File: config.mk
export PLATFORM = sky130hd
export DESIGN_NAME = fetch_stage_flat
export DESIGN_NICKNAME = d
export VERILOG_FILES = /design/src/rtl/fetch_pkg.sv /design/src/rtl/fetch_if.sv /design/src/rtl/fetch_hold_buf.sv /design/src/rtl/fetch_stage.sv /design/src/flat_wrapper.sv
export SDC_FILE = /design/constraint.sdc
export NUM_CORES = 1
export LEC_CHECK = 0
export CORE_MARGIN = 4
export CORE_UTILIZATION = 57
export DETAILED_ROUTE_END_ITERATION = 8
export PLACE_DENSITY = 0.86
export SLEW_MARGIN = 30
export SYNTH_ARGS = -nofsm -noshare
export SYNTH_HDL_FRONTEND = slang
export SYNTH_SLANG_ARGS = --single-unit
File: constraint.sdc
create_clock -name clk -period 4.8 [get_ports clk]
set_input_delay 1.44 -clock clk [delete_from_list [all_inputs] [get_ports clk]]
set_output_delay 1.44 -clock clk [all_outputs]
set_load 0.02 [all_outputs]
File: src/rtl/fetch_pkg.sv
// Shared types and constants for the instruction-fetch stage.
package fetch_pkg;

  localparam int INSTR_W    = 32;
  localparam int OPCODE_MSB = 31;
  localparam int OPCODE_LSB = 26;

  localparam logic [INSTR_W-1:0] DEF_RESET_PC  = 32'h0000_0000;
  localparam logic [INSTR_W-1:0] DEF_NOP_INSTR = 32'h0000_0000;

  typedef enum logic [1:0] {
    ST_IDLE = 2'd0,
    ST_REQ  = 2'd1,
    ST_HOLD = 2'd2,
    ST_DROP = 2'd3
  } fetch_state_e;

  function automatic logic [INSTR_W-1:0] pc_plus4(input logic [INSTR_W-1:0] pc);
    return pc + 32'd4;
  endfunction

  function automatic logic [INSTR_W-1:0] word_align(input logic [INSTR_W-1:0] addr);
    return {addr[INSTR_W-1:2], 2'b00};
  endfunction

endpackage

File: src/rtl/fetch_if.sv
// Instruction-memory, redirect and decode-side handshake bundle of the fetch stage.
interface fetch_if;
  import fetch_pkg::*;

  logic               imem_req;
  logic [INSTR_W-1:0] imem_addr;
  logic               imem_ack;
  logic [INSTR_W-1:0] imem_rdata;
  logic               redirect;
  logic [INSTR_W-1:0] redirect_pc;
  logic               id_ready;
  logic               id_valid;
  logic [INSTR_W-1:0] id_instr;
  logic [5:0]         id_opcode;
  logic [INSTR_W-1:0] id_pc4;

  modport master (
    output imem_req, imem_addr, id_valid, id_instr, id_opcode, id_pc4,
    input  imem_ack, imem_rdata, redirect, redirect_pc, id_ready
  );

  modport slave (
    input  imem_req, imem_addr, id_valid, id_instr, id_opcode, id_pc4,
    output imem_ack, imem_rdata, redirect, redirect_pc, id_ready
  );

endinterface

File: src/rtl/fetch_hold_buf.sv
// One-entry skid buffer for an instruction word and its pc+4 while decode stalls.
module fetch_hold_buf
  import fetch_pkg::*;
#(
  parameter logic [INSTR_W-1:0] NOP_INSTR = DEF_NOP_INSTR
) (
  input  logic               clk,
  input  logic               rst_n,
  input  logic               load,
  input  logic               drain,
  input  logic               clear,
  input  logic [INSTR_W-1:0] load_instr,
  input  logic [INSTR_W-1:0] load_pc4,
  output logic               valid,
  output logic [INSTR_W-1:0] instr,
  output logic [INSTR_W-1:0] pc4
);

  logic               valid_q, valid_d;
  logic [INSTR_W-1:0] instr_q, instr_d;
  logic [INSTR_W-1:0] pc4_q, pc4_d;

  // Clear wins over load, load over drain.
  always_comb begin
    valid_d = valid_q;
    instr_d = instr_q;
    pc4_d   = pc4_q;
    if (clear) begin
      valid_d = 1'b0;
    end else if (load) begin
      valid_d = 1'b1;
      instr_d = load_instr;
      pc4_d   = load_pc4;
    end else if (drain) begin
      valid_d = 1'b0;
    end else begin
      valid_d = valid_q;
    end
  end

  always_ff @(posedge clk or negedge rst_n) begin
    if (!rst_n) begin
      valid_q <= 1'b0;
      instr_q <= NOP_INSTR;
      pc4_q   <= 32'h0000_0000;
    end else begin
      valid_q <= valid_d;
      instr_q <= instr_d;
      pc4_q   <= pc4_d;
    end
  end

  assign valid = valid_q;
  assign instr = instr_q;
  assign pc4   = pc4_q;

endmodule

File: src/rtl/fetch_stage.sv
// Instruction-fetch stage: PC, imem request FSM, IF/ID register with backpressure and redirect.
// Optional FETCH_PERF_CNT_EN adds perf_fetched / perf_stall counters.
module fetch_stage
  import fetch_pkg::*;
#(
  parameter logic [INSTR_W-1:0] RESET_PC  = DEF_RESET_PC,
  parameter logic [INSTR_W-1:0] NOP_INSTR = DEF_NOP_INSTR
) (
  input  logic           clk,
  input  logic           rst_n,
  fetch_if.master        bus
`ifdef FETCH_PERF_CNT_EN
  ,
  output logic [31:0]    perf_fetched,
  output logic [31:0]    perf_stall
`endif
);

  fetch_state_e       state_q, state_d;
  logic [INSTR_W-1:0] pc_q, pc_d;
  logic               req_q, req_d;
  logic [INSTR_W-1:0] addr_q, addr_d;
  logic               id_valid_q, id_valid_d;
  logic [INSTR_W-1:0] id_instr_q, id_instr_d;
  logic [INSTR_W-1:0] id_pc4_q, id_pc4_d;

  logic               hb_load_s, hb_drain_s, hb_clear_s;
  logic               hb_valid_s;
  logic [INSTR_W-1:0] hb_instr_s, hb_pc4_s;
  logic               slot_free_s, xfer_s;

  assign xfer_s      = id_valid_q && bus.id_ready;
  assign slot_free_s = !id_valid_q || bus.id_ready;

  fetch_hold_buf #(.NOP_INSTR(NOP_INSTR)) u_hold_buf (
    .clk        (clk),
    .rst_n      (rst_n),
    .load       (hb_load_s),
    .drain      (hb_drain_s),
    .clear      (hb_clear_s),
    .load_instr (bus.imem_rdata),
    .load_pc4   (pc_plus4(pc_q)),
    .valid      (hb_valid_s),
    .instr      (hb_instr_s),
    .pc4        (hb_pc4_s)
  );

  // Next-state, PC, request and IF/ID register computation.
  always_comb begin
    state_d    = state_q;
    pc_d       = pc_q;
    req_d      = req_q;
    addr_d     = addr_q;
    id_valid_d = id_valid_q;
    id_instr_d = id_instr_q;
    id_pc4_d   = id_pc4_q;
    hb_load_s  = 1'b0;
    hb_drain_s = 1'b0;
    hb_clear_s = 1'b0;

    if (bus.redirect) begin
      pc_d       = word_align(bus.redirect_pc);
      id_valid_d = 1'b0;
      id_instr_d = NOP_INSTR;
      hb_clear_s = 1'b1;
      case (state_q)
        // An unanswered request must still be retired with the old address.
        ST_REQ: begin
          if (bus.imem_ack) begin
            state_d = ST_REQ;
            req_d   = 1'b1;
            addr_d  = pc_d;
          end else begin
            state_d = ST_DROP;
          end
        end
        ST_DROP: begin
          if (bus.imem_ack) begin
            state_d = ST_REQ;
            req_d   = 1'b1;
            addr_d  = pc_d;
          end else begin
            state_d = ST_DROP;
          end
        end
        default: begin
          state_d = ST_REQ;
          req_d   = 1'b1;
          addr_d  = pc_d;
        end
      endcase
    end else begin
      case (state_q)
        ST_IDLE: begin
          state_d = ST_REQ;
          req_d   = 1'b1;
          addr_d  = pc_q;
        end
        ST_REQ: begin
          if (bus.imem_ack) begin
            pc_d   = pc_plus4(pc_q);
            addr_d = pc_plus4(pc_q);
            if (slot_free_s) begin
              id_valid_d = 1'b1;
              id_instr_d = bus.imem_rdata;
              id_pc4_d   = pc_plus4(pc_q);
            end else begin
              hb_load_s = 1'b1;
              req_d     = 1'b0;
              state_d   = ST_HOLD;
            end
          end else if (xfer_s) begin
            id_valid_d = 1'b0;
          end else begin
            id_valid_d = id_valid_q;
          end
        end
        ST_HOLD: begin
          if (bus.id_ready && hb_valid_s) begin
            id_valid_d = 1'b1;
            id_instr_d = hb_instr_s;
            id_pc4_d   = hb_pc4_s;
            hb_drain_s = 1'b1;
            req_d      = 1'b1;
            state_d    = ST_REQ;
          end else begin
            state_d = ST_HOLD;
          end
        end
        ST_DROP: begin
          if (bus.imem_ack) begin
            state_d = ST_REQ;
            req_d   = 1'b1;
            addr_d  = pc_q;
          end else begin
            state_d = ST_DROP;
          end
        end
        default: begin
          state_d = ST_IDLE;
          req_d   = 1'b0;
        end
      endcase
    end
  end

  // State and registered outputs.
  always_ff @(posedge clk or negedge rst_n) begin
    if (!rst_n) begin
      state_q    <= ST_IDLE;
      pc_q       <= RESET_PC;
      req_q      <= 1'b0;
      addr_q     <= RESET_PC;
      id_valid_q <= 1'b0;
      id_instr_q <= NOP_INSTR;
      id_pc4_q   <= 32'h0000_0000;
    end else begin
      state_q    <= state_d;
      pc_q       <= pc_d;
      req_q      <= req_d;
      addr_q     <= addr_d;
      id_valid_q <= id_valid_d;
      id_instr_q <= id_instr_d;
      id_pc4_q   <= id_pc4_d;
    end
  end

  assign bus.imem_req  = req_q;
  assign bus.imem_addr = addr_q;
  assign bus.id_valid  = id_valid_q;
  assign bus.id_instr  = id_instr_q;
  assign bus.id_opcode = id_instr_q[OPCODE_MSB:OPCODE_LSB];
  assign bus.id_pc4    = id_pc4_q;

`ifdef FETCH_PERF_CNT_EN
  logic [31:0] fetched_q, fetched_d;
  logic [31:0] stall_q, stall_d;

  // Delivered acks exclude DROP returns and acks killed by a same-cycle redirect.
  always_comb begin
    fetched_d = fetched_q;
    stall_d   = stall_q;
    if ((state_q == ST_REQ) && bus.imem_ack && !bus.redirect) begin
      fetched_d = fetched_q + 32'd1;
    end else begin
      fetched_d = fetched_q;
    end
    if (id_valid_q && !bus.id_ready) begin
      stall_d = stall_q + 32'd1;
    end else begin
      stall_d = stall_q;
    end
  end

  always_ff @(posedge clk or negedge rst_n) begin
    if (!rst_n) begin
      fetched_q <= 32'd0;
      stall_q   <= 32'd0;
    end else begin
      fetched_q <= fetched_d;
      stall_q   <= stall_d;
    end
  end

  assign perf_fetched = fetched_q;
  assign perf_stall   = stall_q;
`endif

endmodule

File: src/flat_wrapper.sv
// flat-port wrapper written by rule: the top's interface ports become plain ports
module fetch_stage_flat import fetch_pkg::*;
#(
  parameter logic [INSTR_W-1:0] RESET_PC  = DEF_RESET_PC,
  parameter logic [INSTR_W-1:0] NOP_INSTR = DEF_NOP_INSTR
)
  (clk, rst_n, bus_imem_req, bus_imem_addr, bus_id_valid, bus_id_instr, bus_id_opcode, bus_id_pc4, bus_imem_ack, bus_imem_rdata, bus_redirect, bus_redirect_pc, bus_id_ready);
  fetch_if bus_i ();
  input  logic clk;
  input  logic rst_n;
  output wire logic [$bits(bus_i.imem_req)-1:0] bus_imem_req;
  output wire logic [$bits(bus_i.imem_addr)-1:0] bus_imem_addr;
  output wire logic [$bits(bus_i.id_valid)-1:0] bus_id_valid;
  output wire logic [$bits(bus_i.id_instr)-1:0] bus_id_instr;
  output wire logic [$bits(bus_i.id_opcode)-1:0] bus_id_opcode;
  output wire logic [$bits(bus_i.id_pc4)-1:0] bus_id_pc4;
  input wire logic [$bits(bus_i.imem_ack)-1:0] bus_imem_ack;
  input wire logic [$bits(bus_i.imem_rdata)-1:0] bus_imem_rdata;
  input wire logic [$bits(bus_i.redirect)-1:0] bus_redirect;
  input wire logic [$bits(bus_i.redirect_pc)-1:0] bus_redirect_pc;
  input wire logic [$bits(bus_i.id_ready)-1:0] bus_id_ready;
  assign bus_imem_req = bus_i.imem_req;
  assign bus_imem_addr = bus_i.imem_addr;
  assign bus_id_valid = bus_i.id_valid;
  assign bus_id_instr = bus_i.id_instr;
  assign bus_id_opcode = bus_i.id_opcode;
  assign bus_id_pc4 = bus_i.id_pc4;
  assign bus_i.imem_ack = bus_imem_ack;
  assign bus_i.imem_rdata = bus_imem_rdata;
  assign bus_i.redirect = bus_redirect;
  assign bus_i.redirect_pc = bus_redirect_pc;
  assign bus_i.id_ready = bus_id_ready;
  fetch_stage #(.RESET_PC(RESET_PC), .NOP_INSTR(NOP_INSTR)) u_core (.clk(clk), .rst_n(rst_n), .bus(bus_i));
endmodule
After elaboration in Yosys (flattened, before gate mapping)
Index checks and enable logic that the tools add are counted.
Widths: inputs -> output; s select.
{ "totals": {"output_inout_bits": 104, "wordCells": 94, "reg_bits": 197} }
{ "classes": {"bitwise_logic": 2, "n_addsub": 1, "n_eq_ne": 14, "n_mux": 47, "reduce_logical": 20} }
{ "ops": {"columns": ["operator", "n"], "rows": [
  ["$mux 32", 14],
  ["$pmux 32 s2", 2],
  ["$pmux 32 s3", 1],
  ["$add 32x3->32 const B", 1],
  ["$mux 1", 21],
  ["$mux 2", 6],
  ["$ne 3x3->1 const B", 4],
  ["$reduce_and 4->1", 3],
  ["$ne 4x3->1 const B", 2],
  ["$pmux 2 s4", 1],
  ["$ne 3x2->1 const B", 2],
  ["$reduce_and 2->1", 3],
  ["$reduce_bool 2->1", 3],
  ["$reduce_bool 3->1", 2],
  ["$reduce_and 5->1", 1],
  ["$eq 2x2->1 const B", 2],
  ["$ne 2x1->1 const B", 2],
  ["$pmux 1 s4", 1],
  ["$reduce_bool 4->1", 1],
  ["$reduce_and 3->1", 1],
  ["$eq 2x1->1 const B", 1],
  ["$logic_and 1x1->1", 2],
  ["$logic_not 2->1", 1],
  ["$ne 2x2->1 const B", 1],
  ["5 further kinds", 6]
]} }

Logic depth before layout (Yosys ltp)
{ "logic_depth": {"ltp_word": 8, "depth_mapped": 8, "ltp_nobuf": 6} }

Cells and area by module
A second synthesis with hierarchy kept.
{ "hier_totals": {"hier_cells": 986, "area_unflattened_um2": 10531.4} }
{ "by_module_without_submodules": {"columns": ["module", "cells_per_inst", "area_each_um2", "instances"], "rows": [
  ["fetch_stage", 846, 7790.0, 1],
  ["fetch_hold_buf", 140, 2741.4, 1]
]} }

Worst setup path before layout
OpenSTA, ideal clock, no wires.
{ "synth_timing": {"kind": "in2reg", "from": "in bus_imem_ack", "to": "reg u_core.addr_q[19], in the netlist u_core.bus.imem_addr[19]", "path_slack_ps": 1875, "path_buffers": 3, "cell_stages": 8, "setup_ps": 132, "required_time_ps": 4668, "arrival_ps": 2794, "path_cell_list": "clkbuf_1 nand2b_1 a21boi_0 clkbuf_1 buf_1 nand2_1 a21oi_1 a21oi_1"} }
{ "synth_via": {"elab_chain_cells": 2, "elab_cells_between_ends": 4, "cone_classes": "3 x eq/ne; 1 x reduce/logical"} }
{ "synth_rtl": {"columns": ["item", "line_no", "text"], "rows": [
  ["from (decl)", "flat_wrapper.sv:17", "input wire logic [$bits(bus_i.imem_ack)-1:0] bus_imem_ack;"],
  ["$ne 3x3->1 (no line)", null, null],
  ["$reduce_and 4->1 (no line) *", null, null],
  ["to (signal assigned)", "fetch_stage.sv:161", "addr_q <= addr_d;"],
  ["to (decl)", "fetch_stage.sv:22", "logic [INSTR_W-1:0] addr_q, addr_d;"]
]} }
Mark *: on every way between the ends. The rest lies on a longest branch, timed or not.
A chain may end at the register's enable or synchronous reset.

Worst setup path after layout
{ "layout_timing": {"from": "in bus_imem_ack", "to": "reg u_core.id_instr_q[18], in the netlist u_core.bus.id_instr[18]"} }
{ "layout_via": {"elab_chain_cells": 2} }
{ "layout_rtl": {"columns": ["item", "line_no", "text"], "rows": [
  ["$ne 3x3->1 (no line)", null, null],
  ["$reduce_and 4->1 (no line)", null, null],
  ["to (signal assigned)", "fetch_stage.sv:163", "id_instr_q <= id_instr_d;"],
  ["to (decl)", "fetch_stage.sv:24", "logic [INSTR_W-1:0] id_instr_q, id_instr_d;"]
]} }
No other way between the ends.

==> impl_metrics.yaml <==
clock_tree:
  cts_resized: 0
  cts_hold_buf: 0
  clock-sinks: 190
  cts_buffers: 17
  cts_max_level: 4
  cts_tree: "yes"
  cts.reportedPaths.clkPinSlew_ns: 0.07
  max-clock-path-buffers: 2
  cts_root_buffer: "clkbuf_16"
  cts_setup_buffers: 0
  clock_latency_ns: 0.44
pwr:
  p_leak_nw: 4.92
  clockPowerShare_pct: 28.3
  net-switching-power_w: 0.00160
  p_per_area_mw_per_mm2: 403
  peakVddDrop_uv: 307
  p_sw_share_pct: 33.3
  power_frac_comb_pct: 26.5
  finalPower_w: 0.00481
  sequentialPowerShare_pct: 45.1
  p_int_w: 0.00321
place:
  dp_cells: 1373
  gp_congestion: 0.948
  place_hpwl_um: 17900
  portBuffers: 168
setup_path:
  required_ns: 5.13
  critPathTopFamily: "buffers and inverters"
  crit_buf_inv: 2
  critPathKind: "primary input to register"
  worstSetupStartpointType: "primary input"
  slowest_delay_ns: 0.64
  arrival_ns: 3.79
  slowest_stage: "clkdlybuf4s50_1"
  end_kind: "register"
  critPathMaxFanout: 64
  cp_cell_sequence: "clkdlybuf4s50_1 > and3b_1 > a21oi_1 > o22ai_4 > buf_4 > nor2_1 > a311oi_1"
global_route:
  overflow: 0
  grt_max_degree: 96
  grt_pass1_vias: 8461
  grt_usage_pct: 27.7
  antenna_found_initial: 0
  grt_pass1_wl_um: 43300
yosys:
  async_flop_share_pct: 100
  yosysUniqueCellTypes: 66
  synthMuxAreaShare_pct: 3.55
  synth_area_mm2: 0.00967
  synthSimpleGateAreaFrac_pct: 22.1
  yosys_warnings: 0
  synthXorXnorAreaFrac_pct: 5.44
  synthAdderAreaFrac_pct: 0.129
  synth.avg_cell_area_um2: 9.10
  seq_area_frac_synth_pct: 49.2
  synth_edf_count: 0
  postSynthCellCount: 1062
  synthFlopType: "dfrtp_1"
  synth_compound_area_share_pct: 14.5
  ys_ff_latch: 190
  synth_top_family_by_area: "simple AND/OR/NAND/NOR gates"
die:
  die_h_um: 138
  die-area_mm2: 0.0191
  start_util_pct: 58.3
  io_pins: 173
  rows: 47
  die_x_um: 138
  coreArea_mm2: 0.0166
finish:
  multiInputGateArea_mm2: 0.00446
  layout_common_cells: "213 x nand2_1, 190 x dfrtp_1, 166 x clkdlybuf4s50_1"
  final_cells: 1405
  antenna_cells: 0
  nets: 1242
  seq_area_mm2: 0.00475
  final_common_cell: "nand2_1"
  fill_cells: 1199
  synthToLayoutAreaGrowth_pct: 23.3
  layout-drive-gt1-share_pct: 9.11
timing:
  max_freq_mhz: 289
  setup_violations: 0
  min_period_ns: 3.46
  finClkSkew_ns: 0.0117
  rsz0062_at_grt: "false"
  worst_pin_slew_ns: 0.911
  timing.final.crit_share_pct: 72.0
  maxSlewViolCount: 0
  setup_tns_ns: 0
  relSlewSlack_pct: 39.2
  final_hold_viol_count: 0
detailed_routing:
  wl_met2_um: 12400
  wl_met1_um: 11000
  dr.first_iter.drc_count: 942
  route.detailed.wl_per_inst_um: 18.7
  num_vias: 8546
  wl_met3_um: 2080
  first_pass_iters: 5
  drcViolationCount: 0
  routed.top_layer: "met4"
  drt_wl_total_um: 26300
  vias_per_cell: 6.08
  ant_nets: 0
worst_hold_path:
  min_path_type: "register to register"
job:
  maxCapViolations: 0
status:
  run_status: "complete, no violations"
[power by group through the flow]
| stage | Combinational, W | Sequential, W | Clock (W) |
|---|---|---|---|
| final | 0.00128 | 0.00217 | 0.00136 |
| after global placement | 0.00124 | 0.00217 | 0 |
| after global routing | 0.00139 | 0.00221 | 0.00144 |
| after detailed placement | 0.00128 | 0.00219 | 0 |
| after CTS | 0.00128 | 0.00216 | 0.00137 |
| after floorplan | 0.000582 | 0.00229 | 0 |
[cells in the mapped netlist, types with 10 or more instances]
cell type	n	area share (%)
xor2_1	20	1.8
a21oi_1	35	1.8
nand4_1	18	1.2
nor4_1	11	0.71
a311oi_1	32	2.9
nand3_1	25	1.3
buf_2	21	1.1
o21ai_0	70	3.6
a211oi_1	11	0.85
nor3_1	33	1.7
buf_4	17	1.3
xnor2_1	40	3.6
mux2_2	26	3.0
nor2_1	110	4.3
clkbuf_1	53	2.1
o21ai_1	10	0.52
nand2_1	213	8.3
dfrtp_1	190	49
[metrics by stage]
step	instance area [um^2]	setup WS, ns	utilization, %	hold WS [ns]
4_1_cts	11900	1.39	71.9	0.480
5_1_grt	11900	1.20	71.9	0.497
6_report	11900	1.34	71.9	0.479
3_3_place_gp	11400	1.12	68.5	0.456
3_5_place_dp	11400	0.954	68.5	0.463
2_1_floorplan	9670	1.87	-	0.445
[cell type report]
cell class / instances / share of cell area (%)
Multi-Input combinational cell: 767 / 37.4
Clock buffer: 18 / 3.68
Tap cell: 220 / 2.31
Sequential cell: 190 / 39.9
Clock inverter: 14 / 1.04
Inverter: 8 / 0.252
Timing Repair Buffer: 188 / 15.5
[layer usage]
metal / track usage (%) / up-vias
li1: - / 3906
met1: 38.8 / 4152
met2: 43.2 / 412
met3: 4.94 / 76
met4: 11.6 / 0
met5: 0 / -
[worst min-delay path: cells and delay by family (launching register included)]
family	cells	cell delay [ns]
flops	1	0.34
compound gates	1	0.06
simple gates	1	0.04
[logic make-up after synthesis]
kind of cell / Yosys count
and+or+nand+nor: 459
buffers and inverters: 106
AOI/OAI and AO/OA: 214
other: 1
DFF: 190
adders and majority gates: 1
muxes: 31
xor gates and xnor gates: 60
[final timing paths]
| check | start | to | slack, ns | cells past startpoint |
|---|---|---|---|---|
| setup / recovery | bus_imem_ack | u_core.bus.id_instr[18] | 1.34 | 7 |
| setup reg to reg | u_core.state_q[0] | u_core.bus.imem_addr[14] | 1.76 | 6 |
| min in group asynchronous | rst_n | u_core.bus.imem_addr[20] | 1.05 | 1 |
| hold reg to reg | u_core.u_hold_buf.pc4[22] | u_core.u_hold_buf.pc4[22] | 0.48 | 2 |
| max in group asynchronous | rst_n | u_core.pc_q[15] | 2.83 | 2 |
| hold / removal | u_core.u_hold_buf.pc4[22] | u_core.u_hold_buf.pc4[22] | 0.48 | 2 |
[state kept, by name, indices dropped and copies added, names as in the netlist]
register / cells
u_core.u_hold_buf.instr: 32
u_core.u_hold_buf.valid: 1
u_core.state_q: 2
u_core.bus.id_pc4: 30
u_core.bus.id_valid: 1
u_core.bus.imem_req: 1
u_core.pc_q: 30
u_core.bus.imem_addr: 31
u_core.bus.id_instr: 32
u_core.u_hold_buf.pc4: 30
Power figures use the tool's default switching activity.
